**src/rtl/mfp_ahb_uart_tx.sv**
```systemverilog
// rtl/mfp_ahb_uart_tx.sv - AHB-Lite slave that buffers bytes in a FIFO and sends them as 8N1 serial frames
module mfp_ahb_uart_tx #(
    parameter int CLKS_PER_BIT = 434,
    parameter int FIFO_DEPTH   = 8
) (
    input  logic        HCLK,
    input  logic        HRESETn,
    input  logic        HSEL,
    input  logic [31:0] HADDR,
    input  logic [1:0]  HTRANS,
    input  logic        HWRITE,
    input  logic [2:0]  HSIZE,
    input  logic [31:0] HWDATA,
    input  logic        HREADY,
    output logic [31:0] HRDATA,
    output logic        HREADYOUT,
    output logic        HRESP,
    output logic        UART_TX,
    output logic        TX_IRQ
);
    localparam int AW = $clog2(FIFO_DEPTH);
    localparam logic [15:0] T_LOAD = 16'(CLKS_PER_BIT - 1);

    typedef enum logic [1:0] {IDLE, START, DATA, STOP} state_t;

    state_t      state, state_d;
    logic [15:0] timer, timer_d;
    logic [2:0]  bit_idx, bit_d;
    logic [7:0]  sh, sh_d;
    logic        tx_d, irq_d;

    logic [7:0]  mem [FIFO_DEPTH];
    logic [AW-1:0] wr_ptr, rd_ptr;
    logic [AW:0] count;
    logic        empty, full, push_req, push, pop, drop, clr_ovf, ovf;

    logic        dp_valid, dp_write, dp_addr, accept;
    logic [4:0]  count5;
    logic [31:0] status;
    logic        unused;

    assign unused    = ^{HSIZE, HADDR[31:3], HADDR[1:0], HWDATA[31:8], HTRANS[0]};
    assign HREADYOUT = 1'b1;
    assign HRESP     = 1'b0;

    assign accept   = HSEL & HTRANS[1] & HREADY;
    assign empty    = (count == '0);
    assign full     = (count == (AW+1)'(FIFO_DEPTH));
    assign push_req = dp_valid & dp_write & ~dp_addr;
    // A full FIFO still takes the byte when the FSM frees a slot on the same edge
    assign push     = push_req & (~full | pop);
    assign drop     = push_req & ~push;
    assign clr_ovf  = dp_valid & dp_write & dp_addr & HWDATA[3];

    assign count5 = 5'(count);
    assign status = {19'd0, count5, 4'd0, ovf, (state != IDLE), full, empty};
    assign HRDATA = (dp_valid & ~dp_write & dp_addr) ? status : 32'd0;

    always_ff @(posedge HCLK or negedge HRESETn) begin
        if (!HRESETn) begin
            state    <= IDLE;
            timer    <= '0;
            bit_idx  <= '0;
            sh       <= '0;
            UART_TX  <= 1'b1;
            TX_IRQ   <= 1'b1;
            wr_ptr   <= '0;
            rd_ptr   <= '0;
            count    <= '0;
            ovf      <= 1'b0;
            dp_valid <= 1'b0;
            dp_write <= 1'b0;
            dp_addr  <= 1'b0;
        end else begin
            state    <= state_d;
            timer    <= timer_d;
            bit_idx  <= bit_d;
            sh       <= sh_d;
            UART_TX  <= tx_d;
            TX_IRQ   <= irq_d;
            dp_valid <= accept;
            dp_write <= HWRITE;
            dp_addr  <= HADDR[2];
            if (push) wr_ptr <= wr_ptr + 1'b1;
            if (pop)  rd_ptr <= rd_ptr + 1'b1;
            if (push && !pop)      count <= count + 1'b1;
            else if (!push && pop) count <= count - 1'b1;
            if (drop)         ovf <= 1'b1;
            else if (clr_ovf) ovf <= 1'b0;
        end
    end

    always_ff @(posedge HCLK) begin
        if (push) mem[wr_ptr] <= HWDATA[7:0];
    end

    always_comb begin
        state_d = state;
        timer_d = timer;
        bit_d   = bit_idx;
        sh_d    = sh;
        pop     = 1'b0;
        case (state)
            IDLE: if (!empty) begin
                state_d = START;
                timer_d = T_LOAD;
                sh_d    = mem[rd_ptr];
                pop     = 1'b1;
            end
            START: if (timer == '0) begin
                state_d = DATA;
                timer_d = T_LOAD;
                bit_d   = 3'd0;
            end else timer_d = timer - 16'd1;
            DATA: if (timer == '0) begin
                timer_d = T_LOAD;
                sh_d    = sh >> 1;
                if (bit_idx == 3'd7) state_d = STOP;
                else                 bit_d = bit_idx + 3'd1;
            end else timer_d = timer - 16'd1;
            STOP: if (timer == '0) state_d = IDLE;
                  else             timer_d = timer - 16'd1;
            default: state_d = IDLE;
        endcase
    end

    // Line level is derived from the next state so the register changes on the same edge as the FSM
    always_comb begin
        tx_d  = 1'b1;
        irq_d = empty & (state == IDLE);
        case (state_d)
            START:   tx_d = 1'b0;
            DATA:    tx_d = sh_d[0];
            default: tx_d = 1'b1;
        endcase
    end
endmodule

```
**config.mk**
```make
export PLATFORM = sky130hd
export DESIGN_NAME = mfp_ahb_uart_tx
export DESIGN_NICKNAME = d
export VERILOG_FILES = /design/src/rtl/mfp_ahb_uart_tx.sv
export SDC_FILE = /design/constraint.sdc
export NUM_CORES = 1
export LEC_CHECK = 0
export ABC_AREA = 1
export CAP_MARGIN = 40
export CORE_UTILIZATION = 50
export CTS_CLUSTER_SIZE = 8
export DETAILED_ROUTE_END_ITERATION = 12
export HOLD_SLACK_MARGIN = 0.03
export PLACE_DENSITY = 0.78
export SETUP_SLACK_MARGIN = 0.2
export SLEW_MARGIN = 20
export SYNTH_ARGS = -nofsm -noshare
export SYNTH_HDL_FRONTEND = slang
export SYNTH_SLANG_ARGS = --single-unit
```
**constraint.sdc**
```tcl
create_clock -name HCLK -period 3.1 [get_ports HCLK]
set_input_delay 0.775 -clock HCLK [delete_from_list [all_inputs] [get_ports HCLK]]
set_output_delay 0.775 -clock HCLK [all_outputs]
set_load 0.01 [all_outputs]
```
==> qor.txt, run 1 <==
Clock Sinks -> 109
Finished Cell Area -> 0.00609 mm2
start of the worst register-to-register path -> count[0]$_DFFE_PN0P_
clock buffer depth -> 2
H-tree depth -> 3
Data arrival, critical path -> 1950 ps
routability-driven placement congestion ratio -> 0.838
delay-heaviest family, CP -> buffers and inverters
Power, Total -> 4.65 mW
Slew headroom -> 66.1%
chip height -> 107 um
Rows -> 37
CP Launch Type -> flop
unrepaired setup endpoints after global routing -> false
Critical Path RT -> 2320 ps
Async SR Flop Fraction -> 41.3%
starting density of the core -> 52.4%
outcome -> finished clean
crit path max fanout -> 5
DR vias/cell -> 5.09
Antenna Violating Nets Remaining -> 0
Max Cap Violations -> 0
first-pass GRT wire length -> 17.6 mm
synthesized area per cell -> 9.42 um2
Synth warnings -> 0
Lkg Pwr -> 2.64 nW
number of distinct library cells after synthesis -> 43
vias in the first global route -> 3,806
Hold Path Class -> primary input to asynchronous set/reset pin
Clock transition at path regs -> 110 ps
VDD IR max -> 0.406 mV
CTS Root Cell -> clkbuf_8
Crit-path slowest cell -> clkdlybuf4s50_1
Mapped Cells -> 582
register area share after synthesis -> 55.6%
cells along the critical path -> inv_1 > ha_1 > buf_4 > nor2_1 > clkdlybuf4s50_1
Yosys reg bits -> 109
antenna violations before repair -> 0
final WL -> 10.6 mm
core area -> 0.0105 mm2
clock skew -> 8.73 ps
number of port buffers -> 24
NumNets Final -> 704
Setup-failing EPs final -> 0
First DRT Iteration DRCs -> 278
worst-margin pin slew -> 509 ps
fill count -> 899
Worst Setup SP -> state[0]$_DFF_PN0_
grt ovf -> 0
Final HPWL DP -> 7.48 mm
Num CTS Buffers -> 9
CTS tree -> built
ANT cells -> 0
share of layout cells above drive strength 1 -> 10.0%
critical path class -> flop to primary output
worst skew pair latency -> 370 ps
Die Width -> 107 um
largest net degree at the start of global routing -> 35
Total GRT Usage -> 20.2%
EDFF count, synth -> 64
Crit. End Element -> primary output
die area -> 0.0114 mm2
via count -> 3,849
Final Hold Viols -> 0
routed len/inst -> 14.1 um
area grow syn2layout -> 11.0%
post-route setup TNS -> 0 ps
Placed Instance Area -> 0.00586 mm2
Slew Limit Fails -> 0
Worst path max stage delay -> 560 ps
I/O pin total -> 110
pwr dens -> 764 mW/mm2
ys flop type -> edfxtp_1
R2R setup slack -> 570 ps
synthesized cell area -> 0.00549 mm2
Post-CTS Repair Setup Buffers -> 0
DRT Pass-1 Iters -> 4
post-route minimum period -> 2730 ps
Tcrit/Tclk final -> 88.0%
Max Freq -> 0.366 GHz
DRC Markers -> 0
CP bufs+invs -> 3
==> worst reg2reg max path, cell delays in order, from the launching register on <==
cell and delay (ps):
dfrtp_1 440, inv_1 120, nand3_1 120, inv_1 80, nand2_1 100, o21ai_2 180
inv_1 120, ha_1 240, inv_1 120, ha_1 290, nand2_1 100, nor2_1 50
a211oi_2 170, nand2_1 70, nand2_1 60, nor2_1 40, xor2_1 130
==> flip-flops by register name (all words and copies together) (netlist names) <==
| signal | cells |
|---|---|
| TX_IRQ | 1 |
| UART_TX | 1 |
| bit_idx | 3 |
| count | 4 |
| dp_addr | 1 |
| dp_valid | 1 |
| dp_write | 1 |
| mem | 64 |
| ovf | 1 |
| rd_ptr | 3 |
| sh | 8 |
| state | 2 |
| timer | 16 |
| wr_ptr | 3 |
==> stage by stage <==
stage / worst slack [ps] / std cells / hold slack, ps / util, %
after floorplan: 616 / 606 / 442 / -
after global placement: 433 / 738 / 460 / 55.5
after detailed placement: 293 / 740 / 467 / 56.0
after CTS: 265 / 756 / 357 / 58.1
after global routing: 241 / 756 / 380 / 58.2
final: 371 / 756 / 359 / 58.2
==> worst paths after layout <==
path | to | depth (start not counted)
setup / recovery | HRDATA[2] | 5
hold / removal | timer[10]$_DFFE_PN0P_ | 1
setup reg to reg | count[3]$_DFFE_PN0P_ | 16
hold reg to reg | sh[7]$_DFFE_PN0P_ | 2
max in group asynchronous | UART_TX$_DFF_PN1_ | 2
min in group HCLK | sh[7]$_DFFE_PN0P_ | 2
==> cell type report <==
class	instances	area [um2]	area share, %
Timing Repair Buffer	38	373	6.13
Clock inverter	7	98.8	1.62
Inverter	63	241	3.97
Multi-Input combinational cell	394	2030	33.3
Clock buffer	9	124	2.03
Tap cell	136	170	2.80
Sequential cell	109	3050	50.1
==> report_power, final <==
group	internal [mW]	switching (mW)	leakage (nW)
clock network	0.400	0.519	0.113
logic	0.663	1.16	1.38
registers	1.72	0.185	1.15
==> cells by family (layout without fill, tap and decap cells) <==
group / Yosys count / in the layout / synth area share (%)
and+or+nand+nor: 266 / 266 / 21.5
xor gates and xnor gates: 12 / 12 / 2.05
buffers and inverters: 103 / 117 / 9.19
DFF: 109 / 109 / 55.6
other: 2 / 26 / 0.137
AOI/OAI and AO/OA: 75 / 75 / 7.92
adders and majority gates: 15 / 15 / 3.56
==> cells in the mapped netlist, types with 8 or more instances <==
library cell	instances	area share (%)
nand2_1	108	7.4
nor2_1	93	6.4
edfxtp_1	64	35
inv_1	59	4.0
o21ai_0	48	4.4
dfrtp_1	43	20
nand3_1	34	3.1
buf_4	26	3.6
ha_1	14	3.2
o211ai_1	12	1.6
xor2_1	8	1.3
==> cells in the final DEF (no fill, tap or decap), types with 2 or more instances in the layout <==
| cell type | synthesis | routed |
|---|---|---|
| nand2_1 | 108 | 108 |
| nor2_1 | 93 | 93 |
| edfxtp_1 | 64 | 64 |
| inv_1 | 59 | 59 |
| o21ai_0 | 48 | 47 |
| dfrtp_1 | 43 | 43 |
| nand3_1 | 34 | 34 |
| conb_1 | 2 | 26 |
| clkdlybuf4s50_1 | 0 | 23 |
| ha_1 | 14 | 14 |
| o211ai_1 | 12 | 12 |
| buf_4 | 26 | 12 |
| clkbuf_8 | 0 | 9 |
| xor2_1 | 8 | 8 |
| nand2_2 | 7 | 7 |
| nor3_1 | 5 | 5 |
| nor2_2 | 4 | 4 |
| a21oi_1 | 4 | 4 |
| a31oi_1 | 4 | 4 |
| nor2_4 | 3 | 3 |
| xnor2_1 | 3 | 3 |
| dfstp_2 | 2 | 2 |
| nand2_4 | 2 | 2 |
| nor2_8 | 2 | 2 |
| nand4_1 | 2 | 2 |
| or2_2 | 2 | 2 |
| inv_4 | 2 | 2 |
| clkinv_8 | 0 | 2 |
| inv_8 | 0 | 2 |
==> metal layers <==
layer	part of all wire [%]	global-route usage, %	up-vias
met3	4.1	3.77	14
met2	53	35.2	94
met4	1.2	8.22	0
li1	-	-	1917
met1	42	24.6	1824
met5	0	0	-
==> repair_timing <==
item | CTS | global route
resized for setup | 0 | 3
hold buffers | 0 | 0
endpoints found under the setup margin | 0 | 1
(Power assumes the default switching activity.)
==> run 2, diff against run 1 <==
CORE_UTILIZATION = 52   (was 50)
HOLD_SLACK_MARGIN = unset   (was 0.03)
PLACE_DENSITY = 0.81   (was 0.78)
==> run 2 against run 1 <==
  * Cell count unchanged
  * Non-clock buffer count unchanged
  * Wire length up 0.34%
  * Sequential share of layout area down 0.051 points
  * Largest cell class unchanged
  * Highest routed layer unchanged
==> qor.txt, run 2 (synthesis results as in run 1) <==
outcome -> finished clean
Clock transition at path regs -> 120 ps (about the same)
VDD IR max -> 0.436 mV (+7.5%)
final WL -> 10.7 mm (+0.34%)
Clock Sinks -> 109 (unchanged)
Total GRT Usage -> 21.1% (+0.88 points)
reg2reg path depth -> 16 (unchanged)
Max Cap Violations -> 0 (unchanged)
first-pass GRT wire length -> 17.8 mm (+1.2%)
grt ovf -> 0 (unchanged)
crit path max fanout -> 5 (unchanged)
clock skew -> 14.5 ps (+5.76 ps)
pwr dens -> 767 mW/mm2 (+0.41%)
critical path class -> flop to primary output
M1 WL -> 4.57 mm (+2.7%)
Slew headroom -> 62.1% (-4.0 points)
starting density of the core -> 53.4% (+0.94 points)
Placed Instance Area -> 0.00585 mm2 (about the same)
Power, Total -> 4.68 mW (+0.51%)
ANT cells -> 0 (unchanged)
Finished Cell Area -> 0.00609 mm2 (+0.10%)
DR vias/cell -> 5.18 (+1.8%)
Critical Path RT -> 2320 ps (about the same)
most common cell after layout, fill and taps aside -> nand2_1
Max Freq -> 0.363 GHz (-0.96%)
CP bufs+invs -> 3 (unchanged)
start of the worst register-to-register path -> state[0]$_DFF_PN0_
Data arrival, critical path -> 1980 ps (+30 ps)
Antenna Violating Nets Remaining -> 0 (unchanged)
CTS Root Cell -> clkbuf_8
fin util -> 59.3% (+1.1 points)
register with the most flip-flops -> mem
fill count -> 840 (-6.6%)
routed len/inst -> 14.1 um (+0.34%)
DRT Pass-1 Iters -> 5 (+1)
Hold Path Class -> primary input to asynchronous set/reset pin
Slew Limit Fails -> 0 (unchanged)
Final Hold Viols -> 0 (unchanged)
delay-heaviest family, CP -> buffers and inverters
Crit-path slowest cell -> clkdlybuf4s50_1
WL met3 -> 481 um (+9.8%)
DRC Markers -> 0 (unchanged)
Crit. End Element -> primary output
cells along the critical path -> inv_1 > ha_1 > buf_4 > nor2_1 > clkdlybuf4s50_1
unrepaired setup endpoints after global routing -> false
I/O pin total -> 110 (unchanged)
Tcrit/Tclk final -> 88.9% (+0.86 points)
Worst path max stage delay -> 550 ps (about the same)
Num CTS Buffers -> 9 (unchanged)
worst reg2reg endpoint -> count[3]$_DFFE_PN0P_
chip height -> 105 um (-1.9%)
post-route setup TNS -> 0 ps (unchanged)
worst skew pair latency -> 390 ps (+20 ps)
Lkg Pwr -> 2.64 nW (about the same)
Setup-failing EPs final -> 0 (unchanged)
die area -> 0.0110 mm2 (-3.8%)
CTS tree -> built
largest net degree at the start of global routing -> 35 (unchanged)
worst-margin pin slew -> 569 ps (+59.6 ps)
Rows -> 37 (unchanged)
fin cells -> 756 (unchanged)
via count -> 3,919 (+1.8%)
R2R setup slack -> 530 ps (-40 ps)
Die Width -> 105 um (-1.9%)
pre-CTS WS -> 300 ps (+6.78 ps)
clock buffer depth -> 2 (unchanged)
Final WS setup -> 344 ps (-26.6 ps)
NumNets Final -> 704 (unchanged)
H-tree depth -> 3 (unchanged)
CP Launch Type -> flop
placed insts -> 740 (unchanged)
Post-CTS Repair Setup Buffers -> 0 (unchanged)
Final HPWL DP -> 7.50 mm (+0.16%)
First DRT Iteration DRCs -> 235 (-15%)
most frequent cells in the layout -> nand2_1, nor2_1, edfxtp_1
Largest regs -> mem (64), timer (16), sh (8)
vias in the first global route -> 3,805 (-0.026%)
area grow syn2layout -> 11.1%
Min Hold Slack -> 368 ps (+8.71 ps)
post-route minimum period -> 2760 ps (+26.6 ps)
number of port buffers -> 24 (unchanged)
routed wl met2 -> 5.43 mm (-3.4%)
routability-driven placement congestion ratio -> 0.821 (-2.0%)
max reg flops -> 64 (unchanged)
core area -> 0.0103 mm2 (-1.8%)
antenna violations before repair -> 0 (unchanged)
Top Metal Used -> met4
share of layout cells above drive strength 1 -> 10.0% (unchanged)
[run 2: cell counts in the layout (fill, tap and decap cells not counted)]
No cell type changed its count.
[run 2: worst max path at each step]
| stage | start | to | slack (ps) | cells after the start |
|---|---|---|---|---|
| after floorplan | state[0]$_DFF_PN0_ | count[3]$_DFFE_PN0P_ | 620 | 16 |
| after global placement | count[0]$_DFFE_PN0P_ | count[3]$_DFFE_PN0P_ | 460 | 16 |
| after detailed placement | count[0]$_DFFE_PN0P_ | count[3]$_DFFE_PN0P_ | 300 | 16 |
| after CTS | count[0]$_DFFE_PN0P_ | count[3]$_DFFE_PN0P_ | 240 | 16 |
| after global routing | count[0]$_DFFE_PN0P_ | count[3]$_DFFE_PN0P_ | 210 | 16 |
| final | state[0]$_DFF_PN0_ | HRDATA[2] | 340 | 5 |
[run 2: layout make-up]
type                       count  area, um2  share of cell area, %
clock inverter                 7        110                   1.81
clock buffer                   9        124                   2.03
tap                          136        170                   2.79
multi-input combinational    394       2030                   33.3
inverter                      63        241                   3.96
sequential                   109       3050                   50.1
timing repair buffer          38        368                   6.04
[run 2: timing repair]
| item | in CTS | in global routing |
|---|---|---|
| hold buffers | 0 | 0 |
| resized for setup | 0 | 3 |
| setup endpoints to repair | 0 | 1 |
[run 2: power breakdown]
part	leakage, nW	internal (mW)	switching (mW)
Combinational	1.38	0.646	1.17
Sequential	1.15	1.72	0.183
Clock	0.116	0.408	0.550
[run 2: layer usage]
layer | track usage, % | vias up
met2 | 36.4 | 96
li1 | - | 1921
met4 | 7.24 | 0
met5 | 0 | -
met3 | 4.80 | 19
met1 | 25.9 | 1883
==> run 3, diff against run 2 <==
CAP_MARGIN = 5   (was 40)
==> run 3 against run 2 <==
  * Critical path depth is the same
  * Via count grew 0.54%
  * Global-route usage shrank 0.15 points
  * Critical endpoint unchanged
  * Sequential cell count is the same
  * Highest routed layer unchanged
  * Cell count shrank 0.26%
==> qor.txt, run 3 (synthesis results as in run 1) <==
pwr dens -> 766 mW/mm2 (-0.21%)
DR vias/cell -> 5.23 (+0.80%)
starting density of the core -> 53.4% (unchanged)
CTS tree -> built
register with the most flip-flops -> mem
clock skew -> 11.4 ps (-3.04 ps)
ANT cells -> 0 (unchanged)
via count -> 3,940 (+0.54%)
Power, Total -> 4.63 mW (-1.0%)
fin cells -> 754 (-0.26%)
Max Cap Violations -> 0 (unchanged)
chip height -> 105 um (unchanged)
Crit-path slowest cell -> clkdlybuf4s50_1
Worst path max stage delay -> 550 ps (about the same)
clock buffer depth -> 2 (unchanged)
Slew headroom -> 40.0% (-22 points)
Num CTS Buffers -> 9 (unchanged)
post-route minimum period -> 2770 ps (+14.0 ps)
fill count -> 863 (+2.7%)
Final Hold Viols -> 0 (unchanged)
vias in the first global route -> 3,801 (-0.11%)
routed len/inst -> 14.3 um (+0.88%)
Die Width -> 105 um (unchanged)
NumNets Final -> 702 (-0.28%)
CP bufs+invs -> 3 (unchanged)
max reg flops -> 64 (unchanged)
Lkg Pwr -> 2.61 nW (-0.96%)
critical path class -> flop to primary output
number of port buffers -> 24 (unchanged)
Clock Sinks -> 109 (unchanged)
area occupied by registers -> 0.00305 mm2 (unchanged)
fin util -> 58.8% (-0.50 points)
most frequent cells in the layout -> nand2_1, nor2_1, edfxtp_1
I/O pin total -> 110 (unchanged)
DRC Markers -> 0 (unchanged)
Hold Path Class -> primary input to asynchronous set/reset pin
Max Freq -> 0.361 GHz (-0.51%)
Setup-failing EPs final -> 0 (unchanged)
Data arrival, critical path -> 1990 ps (about the same)
Final HPWL DP -> 7.45 mm (-0.68%)
Rows -> 37 (unchanged)
placed insts -> 738 (-0.27%)
Antenna Violating Nets Remaining -> 0 (unchanged)
worst-margin pin slew -> 899 ps (+330 ps)
delay-heaviest family, CP -> buffers and inverters
CP Launch Type -> flop
grt ovf -> 0 (unchanged)
Crit. End Element -> primary output
DRT Pass-1 Iters -> 5 (unchanged)
first-pass GRT wire length -> 17.8 mm (-0.20%)
Largest regs -> mem (64), timer (16), sh (8)
worst skew pair latency -> 380 ps (about the same)
Tcrit/Tclk final -> 89.4% (+0.45 points)
post-route setup TNS -> 0 ps (unchanged)
Critical Path RT -> 2320 ps (about the same)
Clock transition at path regs -> 110 ps (about the same)
First DRT Iteration DRCs -> 199 (-15%)
Slew Limit Fails -> 0 (unchanged)
CTS Root Cell -> clkbuf_8
outcome -> finished clean
most common cell after layout, fill and taps aside -> nand2_1
final WL -> 10.8 mm (+0.62%)
die area -> 0.0110 mm2 (unchanged)
Post-CTS Repair Setup Buffers -> 0 (unchanged)
H-tree depth -> 3 (unchanged)
core area -> 0.0103 mm2 (unchanged)
routability-driven placement congestion ratio -> 0.821 (unchanged)
multi-input logic area -> 0.00203 mm2 (unchanged)
share of layout cells above drive strength 1 -> 9.71% (-0.29 points)
Total GRT Usage -> 20.9% (-0.15 points)
cells along the critical path -> inv_1 > ha_1 > buf_4 > nor2_1 > clkdlybuf4s50_1
Min Hold Slack -> 374 ps (+6.30 ps)
area grow syn2layout -> 10.2%
antenna violations before repair -> 0 (unchanged)
crit path max fanout -> 5 (unchanged)
largest net degree at the start of global routing -> 46 (+31%)
unrepaired setup endpoints after global routing -> false
VDD IR max -> 0.499 mV (+14%)
==> run 3: cell types whose count changed in the layout (fill, tap and decap cells not counted), sizes merged <==
| cell | before | now |
|---|---|---|
| buf | 15 | 13 |
| clkinv | 4 | 2 |
| clkinvlp | 0 | 1 |
| inv | 65 | 66 |
==> run 3: stage by stage <==
stage          setup WS (ps)  cell area [um2]
5_1_grt                  242             6040
4_1_cts                  206             6030
3_5_place_dp             258             5810
3_3_place_gp             456             5810
2_1_floorplan            616             5580
6_report                 330             6040
==> run 3: layer usage <==
| layer | global-route usage, % | wire length (um) | up-vias |
|---|---|---|---|
| li1 | - | - | 1915 |
| met1 | 25.4 | 4470 | 1875 |
| met2 | 36.3 | 5490 | 128 |
| met3 | 4.68 | 616 | 22 |
| met4 | 7.85 | 181 | 0 |
| met5 | 0 | 0 | - |
==> run 3: path summary, 6_finish.rpt <==
kind | startpoint | end | slack [ps] | cells past startpoint
setup / recovery | state[0]$_DFF_PN0_ | HRDATA[2] | 330 | 5
hold / removal | HRESETn | timer[6]$_DFFE_PN0P_ | 370 | 1
setup reg to reg | count[0]$_DFFE_PN0P_ | count[3]$_DFFE_PN0P_ | 510 | 16
hold reg to reg | sh[4]$_DFFE_PN0P_ | sh[4]$_DFFE_PN0P_ | 490 | 2
max in group asynchronous | HRESETn | sh[6]$_DFFE_PN0P_ | 2320 | 1
min in group HCLK | sh[4]$_DFFE_PN0P_ | sh[4]$_DFFE_PN0P_ | 490 | 2
==> run 3: report_power, final <==
part	internal, mW	leakage, nW	switching [mW]
clock	0.403	0.110	0.533
combinational	0.626	1.36	1.16
sequential	1.72	1.15	0.187
==> run 3: worst register-to-register path: stages, from the launching register on <==
cell and delay, ps:
dfrtp_1 440, inv_1 120, nand3_1 110, inv_1 80, nand2_1 90, o21ai_2 180
inv_1 130, ha_1 250, inv_1 130, ha_1 300, nand2_1 90, nor2_1 50
a211oi_2 200, nand2_1 80, nand2_1 60, nor2_1 40, xor2_1 130
==> run 3: cell type report <==
type                            count  share of cell area [%]
Inverter                           63                    4.00
Multi-Input combinational cell    394                    33.6
Sequential cell                   109                    50.5
Clock buffer                        9                    2.05
Tap cell                          136                    2.82
Clock inverter                      7                    1.64
Timing Repair Buffer               36                    5.43
==> run 3: what timing repair did <==
item | in CTS | in global routing
hold buffers | 0 | 0
endpoints found under the setup margin | 0 | 1
gates resized for setup | 0 | 3
hold endpoints to repair | 0 | 0
==> variant (config.mk and constraints of run 3) <==
Set the parameter `FIFO_DEPTH` to 4 (it was 8).
--- a/src/rtl/mfp_ahb_uart_tx.sv
+++ b/src/rtl/mfp_ahb_uart_tx.sv
@@ -2,5 +2,5 @@
 module mfp_ahb_uart_tx #(
     parameter int CLKS_PER_BIT = 434,
-    parameter int FIFO_DEPTH   = 8
+    parameter int FIFO_DEPTH   = 4
 ) (
     input  logic        HCLK,
Formal check against the unedited RTL: not equivalent (Yosys sat finds a counterexample within 10 cycles, from zero or initial values and one cycle with HRESETn low).
==> variant against run 3 <==
  * Area after synthesis decreased by 28%
  * Setup slack improved by 0.061 ns
  * Highest routed layer unchanged
  * Non-clock buffer count decreased by 13
  * Power decreased by 27%
  * Wire length decreased by 37%
  * Cell area decreased by 29%
  * Largest power group unchanged
  * Sequential share of layout area decreased by 3.6 points
  * Sequential cell count decreased by 35
  * Fmax increased by 2.2%
==> variant: results (changes against run 3) <==
[yosys]
avgSynthCellArea_um2 = 9.052  ; was 9.425 um^2
synth-seq-area-share_pct = 51.27  ; was 55.61%
synth_edf_count = 32  ; was 64
ys_types = 41  ; was 43
synth_area_leaders = dfrtp_1 25%, edfxtp_1 24%, nand2_1 7.0%  ; was edfxtp_1 35%, dfrtp_1 20%, nand2_1 7.4%
synthTopCellsByCount = 73 x nand2_1, 62 x nor2_1, 53 x inv_1  ; was 108 x nand2_1, 93 x nor2_1, 64 x edfxtp_1
async_flop_share_pct = 56.76  ; was 41.28%
yosysWarnings = 0  ; unchanged

[global_route]
first_global_vias = 2670  ; was 3,801
grt_usage_pct = 19.79  ; was 20.90%
grt_pass1_wl_um = 11670  ; was 17,770 um
grt_max_degree = 43  ; was 46
antenna_found_initial = 0  ; unchanged

[finish]
antenna_cells = 0  ; unchanged
drive_gt1_share_pct = 7.792  ; was 9.709%
fillers = 631  ; was 863
layoutNonFillerInstCount = 561  ; was 754
top_regs = mem x32, timer x16, sh x8  ; was mem x64, timer x16, sh x8

[setup_path]
critPathMaxStageDelay_ns = 0.54
worst_ep_arrival_time_ns = 1.93  ; was 1.99 ns
critPathMaxFanout = 4  ; was 5
crit_slowest_cell = clkdlybuf4s50_1  ; unchanged
r2r_setup_slack_ns = 0.66  ; was 0.51 ns

[clock_tree]
worstSkewPairLatency_ns = 0.36  ; was 0.38 ns
cts_setup_buffers = 0  ; unchanged
path_clk_slew_ns = 0.09  ; was 0.11 ns
ctsLongestPathBuffers = 2  ; unchanged
cts_hold_buf = 0  ; unchanged
root_buffer = clkbuf_8  ; unchanged
cts_resized = 0  ; unchanged
htree_levels = 3  ; unchanged
cts_buffers = 9  ; unchanged

[place]
dp_hpwl_um = 4726  ; was 7446 um
gp_congestion = 0.8161  ; was 0.8211
io_buffer_count = 23  ; was 24
dp_cells = 545  ; was 738
dpl-instance-area_mm2 = 0.004106  ; was 0.005808 mm^2

[pwr]
peakVddDrop_v = 0.0004844  ; was 0.0004989 V
p_leak_uw = 0.001920  ; was 0.002615 uW

[timing]
clock_skew_ns = 0.01341  ; was 0.01145 ns
relSlewSlack_pct = 49.45  ; was 40.01%
fin_tns_setup_ns = 0  ; unchanged

[route]
viasPerCell = 4.934  ; was 5.225
wl_per_cell_um = 12.10  ; was 14.26 um
firstDrtPassIters = 4  ; was 5
drt_iter0_markers = 105  ; was 199

[hold_path]
hp-class = input pin to asynchronous set/reset pin  ; unchanged

[status]
status = finished clean  ; unchanged

==> variant: cell types whose count changed in the layout (fill, tap and decap cells not counted), sizes merged, moves of 2 or more <==
cell    before  now
nand2      117   78
nor2       102   68
edfxtp      64   32
o21ai       49   31
buf         13    1
nand3       36   24
o211ai      12    1
a21oi        4   10
o22ai        1    7
inv         66   61
a31oi        4    7
dfrtp       43   40
clkinv       2    0
xnor2        3    1
==> variant: metal layers <==
metal | global-route usage [%] | routed length [um] | up-vias
met2 | 35.52 | 3530 | 73
met3 | 3.601 | 303 | 9
met1 | 22.94 | 2872 | 1291
met4 | 9.384 | 83 | 0
li1 | - | - | 1395
met5 | 0 | 0 | -
==> variant: layout make-up <==
type,count,area share (%)
Tap cell,99,2.882
Timing Repair Buffer,23,5.298
Sequential cell,74,46.87
Clock inverter,7,1.514
Inverter,55,4.862
Clock buffer,9,2.882
Multi-Input combinational cell,294,35.69
==> variant: critical path: cells and delay by family, from the launching register on <==
| kind | cells | cell delay (ns) |
|---|---|---|
| flip-flops | 1 | 0.43 |
| buffers and inverters | 3 | 0.73 |
| AND/OR/NAND/NOR | 3 | 0.42 |
==> variant: metrics by stage <==
step	hold slack [ns]	setup slack (ns)	utilization [%]
finish	0.4050	0.3907	58.94
global route	0.4511	0.2517	58.94
CTS	0.5107	0.3634	58.91
detailed placement	0.4968	0.6850	56.31
global placement	0.4734	0.6861	56.31
floorplan	0.4570	1.033	-
==> variant: cells by family after synthesis <==
kind of cell    count (synthesis)  share of synthesized area, %
compound gates                 60                         8.822
xor+xnor                       10                         2.229
fa+ha+maj                      15                         4.968
buf+inv                        91                         12.07
flops                          74                         51.27
other cells                     2                        0.1912
simple gates                  182                         20.45
==> variant: worst paths after layout <==
path                         endpoint  depth (start not counted)       start
min reg2reg                bit_idx[0]                          1  bit_idx[0]
max reg2reg                  count[1]                         10    state[0]
max                         HRDATA[0]                          6    count[0]
min in group HCLK          bit_idx[0]                          1  bit_idx[0]
max in group asynchronous   wr_ptr[0]                          1     HRESETn
min                          timer[9]                          1     HRESETn
==> variant: power by group <==
group | leakage [uW] | internal (uW) | switching (uW) | total (uW)
Combinational | 0.00101 | 467 | 827 | 1290
Sequential | 0.000811 | 1210 | 169 | 1380
Clock | 0.0000951 | 313 | 410 | 723
